$ cat src/rtl/apb_rr_master_if.sv
// APB bus bundle between the round-robin master and its slave.
interface apb_rr_master_if #(
  parameter int ADDR_W = 8,
  parameter int DATA_W = 8
);
  logic              psel;
  logic              penable;
  logic              pwrite;
  logic [ADDR_W-1:0] paddr;
  logic [DATA_W-1:0] pwdata;
  logic [DATA_W-1:0] prdata;
  logic              pready;
  logic              pslverr;

  modport master (
    output psel, penable, pwrite, paddr, pwdata,
    input  prdata, pready, pslverr
  );

  modport slave (
    input  psel, penable, pwrite, paddr, pwdata,
    output prdata, pready, pslverr
  );
endinterface

$ cat src/rtl/apb_rr_master.sv
// Round-robin APB master: arbitrates NREQ requesters onto one APB bus,
// returns read data/error to the owner, aborts hung transfers on timeout.
//
// state    | meaning
// ---------+--------------------------------------------------------
// S_IDLE   | bus idle; grant the round-robin winner if any request
// S_SETUP  | APB setup phase, psel=1 penable=0, one cycle
// S_ACCESS | APB access phase, wait for pready or timeout
module apb_rr_master #(
  parameter int NREQ    = 4,
  parameter int ADDR_W  = 8,
  parameter int DATA_W  = 8,
  parameter int TIMEOUT = 16
) (
  input  logic                   pclk,
  input  logic                   prst,
  input  logic [NREQ-1:0]        req_valid,
  input  logic [NREQ-1:0]        req_write,
  input  logic [NREQ*ADDR_W-1:0] req_addr,
  input  logic [NREQ*DATA_W-1:0] req_wdata,
  output logic [NREQ-1:0]        req_ready,
  output logic [NREQ-1:0]        rsp_valid,
  output logic [DATA_W-1:0]      rsp_rdata,
  output logic                   rsp_err,
  output logic                   busy,
  apb_rr_master_if.master        apb
);
  localparam int IDX_W = $clog2(NREQ);
  localparam int CNT_W = (TIMEOUT < 1) ? 1 : $clog2(TIMEOUT + 1);
  localparam logic [CNT_W-1:0] TO_LAST = CNT_W'((TIMEOUT > 0) ? TIMEOUT - 1 : 0);

  typedef enum logic [1:0] {S_IDLE, S_SETUP, S_ACCESS} state_t;

  state_t            r_state;
  state_t            w_next;
  logic [IDX_W-1:0]  r_last_grant;
  logic [IDX_W-1:0]  r_owner;
  logic              r_pwrite;
  logic [ADDR_W-1:0] r_paddr;
  logic [DATA_W-1:0] r_pwdata;
  logic [NREQ-1:0]   r_rsp_valid;
  logic [DATA_W-1:0] r_rsp_rdata;
  logic              r_rsp_err;
  logic [CNT_W-1:0]  r_wait_cnt;
  logic              w_found;
  logic [IDX_W-1:0]  w_win;
  logic              w_timeout;
  logic [ADDR_W-1:0] w_addr_arr  [NREQ];
  logic [DATA_W-1:0] w_wdata_arr [NREQ];

  for (genvar gi = 0; gi < NREQ; gi++) begin : g_unpack
    assign w_addr_arr[gi]  = req_addr[gi*ADDR_W +: ADDR_W];
    assign w_wdata_arr[gi] = req_wdata[gi*DATA_W +: DATA_W];
  end

  // Search starts one past the last grant so every requester gets a turn.
  always_comb begin : p_arb
    logic [IDX_W-1:0] v_cand;
    w_found = 1'b0;
    w_win   = '0;
    v_cand  = '0;
    for (int k = 1; k <= NREQ; k++) begin
      v_cand = IDX_W'((int'(r_last_grant) + k) % NREQ);
      if (!w_found && req_valid[v_cand]) begin
        w_found = 1'b1;
        w_win   = v_cand;
      end
    end
  end

  assign w_timeout = (TIMEOUT != 0) && (r_state == S_ACCESS) && !apb.pready &&
                     (r_wait_cnt == TO_LAST);

  always_ff @(posedge pclk or negedge prst) begin
    if (!prst) r_state <= S_IDLE;
    else       r_state <= w_next;
  end

  always_comb begin
    w_next = r_state;
    case (r_state)
      S_IDLE:   if (w_found) w_next = S_SETUP;
      S_SETUP:  w_next = S_ACCESS;
      S_ACCESS: if (apb.pready || w_timeout) w_next = S_IDLE;
      default:  w_next = S_IDLE;
    endcase
  end

  always_comb begin
    req_ready   = '0;
    apb.psel    = 1'b0;
    apb.penable = 1'b0;
    busy        = 1'b0;
    case (r_state)
      S_IDLE: if (w_found) req_ready[w_win] = 1'b1;
      S_SETUP: begin
        apb.psel = 1'b1;
        busy     = 1'b1;
      end
      S_ACCESS: begin
        apb.psel    = 1'b1;
        apb.penable = 1'b1;
        busy        = 1'b1;
      end
      default: ;
    endcase
  end

  always_ff @(posedge pclk or negedge prst) begin
    if (!prst) begin
      r_last_grant <= IDX_W'(NREQ - 1);
      r_owner      <= '0;
      r_pwrite     <= 1'b0;
      r_paddr      <= '0;
      r_pwdata     <= '0;
      r_rsp_valid  <= '0;
      r_rsp_rdata  <= '0;
      r_rsp_err    <= 1'b0;
      r_wait_cnt   <= '0;
    end else begin
      r_rsp_valid <= '0;
      case (r_state)
        S_IDLE: if (w_found) begin
          r_owner      <= w_win;
          r_last_grant <= w_win;
          r_pwrite     <= req_write[w_win];
          r_paddr      <= w_addr_arr[w_win];
          r_pwdata     <= w_wdata_arr[w_win];
          r_wait_cnt   <= '0;
        end
        S_ACCESS: begin
          if (apb.pready) begin
            r_rsp_valid[r_owner] <= 1'b1;
            r_rsp_rdata          <= r_pwrite ? '0 : apb.prdata;
            r_rsp_err            <= apb.pslverr;
          end else if (w_timeout) begin
            r_rsp_valid[r_owner] <= 1'b1;
            r_rsp_rdata          <= '0;
            r_rsp_err            <= 1'b1;
          end else begin
            r_wait_cnt <= r_wait_cnt + 1'b1;
          end
        end
        default: ;
      endcase
    end
  end

  assign apb.pwrite = r_pwrite;
  assign apb.paddr  = r_paddr;
  assign apb.pwdata = r_pwdata;
  assign rsp_valid  = r_rsp_valid;
  assign rsp_rdata  = r_rsp_rdata;
  assign rsp_err    = r_rsp_err;
endmodule

$ cat src/flat_wrapper.sv
// flat-port wrapper written by rule: the top's interface ports become plain ports
module apb_rr_master_flat 
#(
  parameter int NREQ    = 4,
  parameter int ADDR_W  = 8,
  parameter int DATA_W  = 8,
  parameter int TIMEOUT = 16
)
  (pclk, prst, req_valid, req_write, req_addr, req_wdata, req_ready, rsp_valid, rsp_rdata, rsp_err, busy, apb_psel, apb_penable, apb_pwrite, apb_paddr, apb_pwdata, apb_prdata, apb_pready, apb_pslverr);
  apb_rr_master_if #(.ADDR_W(ADDR_W), .DATA_W(DATA_W)) apb_i ();
  input  logic pclk;
  input  logic prst;
  input  logic [NREQ-1:0] req_valid;
  input  logic [NREQ-1:0] req_write;
  input  logic [NREQ*ADDR_W-1:0] req_addr;
  input  logic [NREQ*DATA_W-1:0] req_wdata;
  output logic [NREQ-1:0] req_ready;
  output logic [NREQ-1:0] rsp_valid;
  output logic [DATA_W-1:0] rsp_rdata;
  output logic rsp_err;
  output logic busy;
  output wire logic [$bits(apb_i.psel)-1:0] apb_psel;
  output wire logic [$bits(apb_i.penable)-1:0] apb_penable;
  output wire logic [$bits(apb_i.pwrite)-1:0] apb_pwrite;
  output wire logic [$bits(apb_i.paddr)-1:0] apb_paddr;
  output wire logic [$bits(apb_i.pwdata)-1:0] apb_pwdata;
  input wire logic [$bits(apb_i.prdata)-1:0] apb_prdata;
  input wire logic [$bits(apb_i.pready)-1:0] apb_pready;
  input wire logic [$bits(apb_i.pslverr)-1:0] apb_pslverr;
  assign apb_psel = apb_i.psel;
  assign apb_penable = apb_i.penable;
  assign apb_pwrite = apb_i.pwrite;
  assign apb_paddr = apb_i.paddr;
  assign apb_pwdata = apb_i.pwdata;
  assign apb_i.prdata = apb_prdata;
  assign apb_i.pready = apb_pready;
  assign apb_i.pslverr = apb_pslverr;
  apb_rr_master #(.NREQ(NREQ), .ADDR_W(ADDR_W), .DATA_W(DATA_W), .TIMEOUT(TIMEOUT)) u_core (.pclk(pclk), .prst(prst), .req_valid(req_valid), .req_write(req_write), .req_addr(req_addr), .req_wdata(req_wdata), .req_ready(req_ready), .rsp_valid(rsp_valid), .rsp_rdata(rsp_rdata), .rsp_err(rsp_err), .busy(busy), .apb(apb_i));
endmodule
$ cat config.mk
export PLATFORM = sky130hd
export DESIGN_NAME = apb_rr_master_flat
export DESIGN_NICKNAME = d
export VERILOG_FILES = /design/src/rtl/apb_rr_master_if.sv /design/src/rtl/apb_rr_master.sv /design/src/flat_wrapper.sv
export SDC_FILE = /design/constraint.sdc
export NUM_CORES = 1
export LEC_CHECK = 0
export CORE_MARGIN = 4
export CORE_UTILIZATION = 40
export CTS_CLUSTER_SIZE = 24
export DETAILED_ROUTE_END_ITERATION = 12
export HOLD_SLACK_MARGIN = 0.02
export MAX_ROUTING_LAYER = met4
export PLACE_DENSITY = 0.81
export SETUP_SLACK_MARGIN = 0.05
export SLEW_MARGIN = 20
export SYNTH_ARGS = -nofsm -noshare
export SYNTH_HDL_FRONTEND = slang
export SYNTH_SLANG_ARGS = --single-unit
$ cat constraint.sdc
create_clock -name pclk -period 3.55 [get_ports pclk]
set_input_delay 0.5325 -clock pclk [delete_from_list [all_inputs] [get_ports pclk]]
set_output_delay 0.5325 -clock pclk [all_outputs]
set_load 0.1 [all_outputs]
==> results.txt <==
Outcome -> completed
Crit path max-delay family -> simple AND/OR/NAND/NOR gates
Hold Vio Cnt, Final -> 0
FMAX -> 0.334 GHz
First-pass DRT Iterations -> 4
Global-route wire length before repair -> 11,200 µm
CP max FO -> 22
Ordered list of cells on the worst path -> clkdlybuf4s50_1 -> or4_1 -> and2_4 -> o31ai_4 -> nor2_1 -> buf_12
Worst Tran Pin Value -> 1.00 ns
Pwr Density -> 1060 nW/µm²
Initial antenna violation count -> 0
Worst VDD drop -> 0.000710 V
Antenna cells -> 0
Post-synthesis cell type count -> 45
DRT antenna net count -> 0
Rel. slew slack -> 0.331
Layout cells sized above 1 -> 0.126
Site row count -> 27
Crit path DAT -> 2.46 ns
CTS Hold Bufs -> 0
Clk_lat worst skew -> 0.29 ns
RSZ-0062 raised after global routing -> false
Yosys warns -> 0
Final Routed Wirelength -> 7060 µm
GRT Total Usage -> 0.199
Final Max Tran Viols -> 0
Post-CTS setup buffer count -> 0
Top post-synthesis cells by area -> dfrtp_1, a211oi_1, mux2i_1, nor3b_1, nor2_1
Most common cell in the netlist -> dfrtp_1
Synth top area share -> 0.414
Seq/Total Area, Yosys -> 0.436
Max Cap Viol -> 0
Clk slew on worst S/H paths -> 0.07 ns
Max Buffers Root-to-Sink -> 2
Leak pwr -> 1.52 nW
Core area -> 5610 µm²
Worst setup margin -> 0.555 ns
CTS buffer count -> 5
Setup slack at placement -> 0.568 ns
Worst path slowest cell -> or4_1
Utilization after layout -> 0.670
Crit Path Category -> in -> out
Final Cycle Share -> 0.844
Number of vias per cell -> 5.42
R2R setup slack -> 1.32 ns
#FFs+latches synth -> 41
Number of port buffers -> 120
Leading area contributor after synthesis -> dfrtp_1
Vias in the first global route -> 2,334
Starting Density -> 0.420
Critical Path End Type -> primary output
Root buf cell -> clkbuf_8
Post-synthesis async set-or-reset flop share -> 1.00
Hold Crit Class -> in -> async
CTS tree -> built
Initial DRC count -> 68
Synth Net Count -> 317
CTS Sinks -> 41
Clock skew -> 0.00697 ns
Avg Inst Size Synth -> 10.3 µm²
Final setup viols -> 0
Largest net degree at the start of global routing -> 42
Syn Inst Count -> 228
Worst setup SP type -> input pin
H-tree depth -> 2
Die Area -> 7190 µm²
Slowest stage delay, CP -> 0.66 ns
Via count -> 2,275
Nets -> 436
Io pins -> 121
PostCTS Resize Cnt -> 0
Drt drc -> 0
Setup TNS -> 0 ns
Die X-Extent -> 84.8 µm
Primary FF master, synth -> dfrtp_1
Area Growth Syn to Fin -> 59.3%
Synth Cell Area -> 2360 µm²
Final Power -> 3.98 mW
Die Y -> 84.8 µm
Synth top cells by count -> dfrtp_1, nor2_1, a211oi_1
Post-synth EDFFs -> 0
DR WL/cell -> 16.8 µm
Critical Path RT -> 3.02 ns
Crit path time final -> 3.00 ns
Total congestion overflow -> 0
WP buf/inv -> 2
Gpl congestion -> 0.867
HPWL Detailed -> 5570 µm
stage by stage:
| stage | cell area, µm² | hold slack (ns) | instances |
|---|---|---|---|
| final | 3750 | 0.361 | 420 |
| after global routing | 3750 | 0.433 | 420 |
| after CTS | 3750 | 0.385 | 420 |
| after detailed placement | 3650 | 0.478 | 412 |
| after global placement | 3650 | 0.477 | 412 |
| after floorplan | 2370 | 0.237 | 228 |
cell usage in the layout (no fill, tap or decap), types with 2 or more instances in the layout:
master           netlist  layout
a22o_1                 8       8
o21ai_0                4       4
nor3b_1               19      19
dfstp_2                2       2
nand2b_1               3       3
a221oi_1               2       2
buf_4                  2      10
dfrtp_1               39      39
and3_1                 2       2
nand2_1                7       7
clkdlybuf4s50_1        0     112
nor2_1                30      29
a21oi_1                7       7
ha_1                   5       5
a211oi_1              25      25
nor3_2                 0       2
a211oi_2               8       8
o21bai_1               2       2
a21o_1                 2       2
o21a_1                 3       3
buf_12                 0       4
mux2i_1               18      18
clkbuf_8               0       7
nor2_2                 1       2
inv_1                  4       4
power breakdown:
group | total, mW | switching [mW] | internal (mW)
clock | 0.332 | 0.156 | 0.176
sequential | 0.815 | 0.138 | 0.677
combinational | 2.83 | 2.03 | 0.800
logic make-up (layout without fill, tap and decap cells):
| logic type | count (synthesis) | count (layout) | synth area share |
|---|---|---|---|
| fa+ha+maj | 5 | 5 | 0.0265 |
| flops | 41 | 41 | 0.436 |
| compound gates | 70 | 70 | 0.243 |
| mux | 19 | 19 | 0.0812 |
| simple gates | 74 | 74 | 0.169 |
| buf+inv | 19 | 139 | 0.0435 |
state kept, by name, indices dropped and copies added, names as in the netlist:
| register | cells |
|---|---|
| u_core.apb.paddr | 8 |
| u_core.r_wait_cnt | 5 |
| u_core.apb.pwdata | 8 |
| u_core.r_last_grant | 2 |
| u_core.rsp_err | 1 |
| u_core.r_owner | 2 |
| u_core.apb.pwrite | 1 |
| u_core.r_state | 2 |
| u_core.rsp_valid | 4 |
| u_core.rsp_rdata | 8 |
worst paths after layout:
check / from / endpoint / cells past startpoint
setup / recovery: req_valid[3] / req_ready[0] / 6
hold / removal: prst / u_core.r_state[1]$_DFFE_PN0P_ / 1
setup reg to reg: u_core.r_last_grant[0]$_DFFE_PN1P_ / u_core.apb.pwdata[1]$_DFFE_PN0P_ / 6
hold reg to reg: u_core.r_owner[1]$_DFFE_PN0P_ / u_core.rsp_valid[1]$_DFF_PN0_ / 1
max in group asynchronous: prst / u_core.rsp_rdata[2]$_DFFE_PN0P_ / 1
min in group pclk: u_core.r_owner[1]$_DFFE_PN0P_ / u_core.rsp_valid[1]$_DFF_PN0_ / 1
area by class of cell:
cell class | instances | area [µm²]
timing repair buffer | 127 | 1280
inverter | 4 | 15.0
tap | 72 | 90.1
clock inverter | 1 | 5.00
fill | 474 | 1850
multi-input combinational | 168 | 1240
sequential | 41 | 1030
clock buffer | 7 | 96.3
routing by layer:
metal	routed length [µm]	vias up	share of wire	GRT usage
li1	-	1091	-	-
met1	2880	1083	0.41	0.227
met2	3600	89	0.51	0.346
met3	480	12	0.068	0.0559
met4	95	0	0.013	0.0475
met5	0	-	0	-
worst reg2reg max path: cells and delay by family (launching register included):
family | cells | cell delay (ns)
simple gates | 3 | 1.01
compound gates | 2 | 0.24
buf+inv | 1 | 0.29
flops | 1 | 0.58
(Power assumes the default switching activity.)
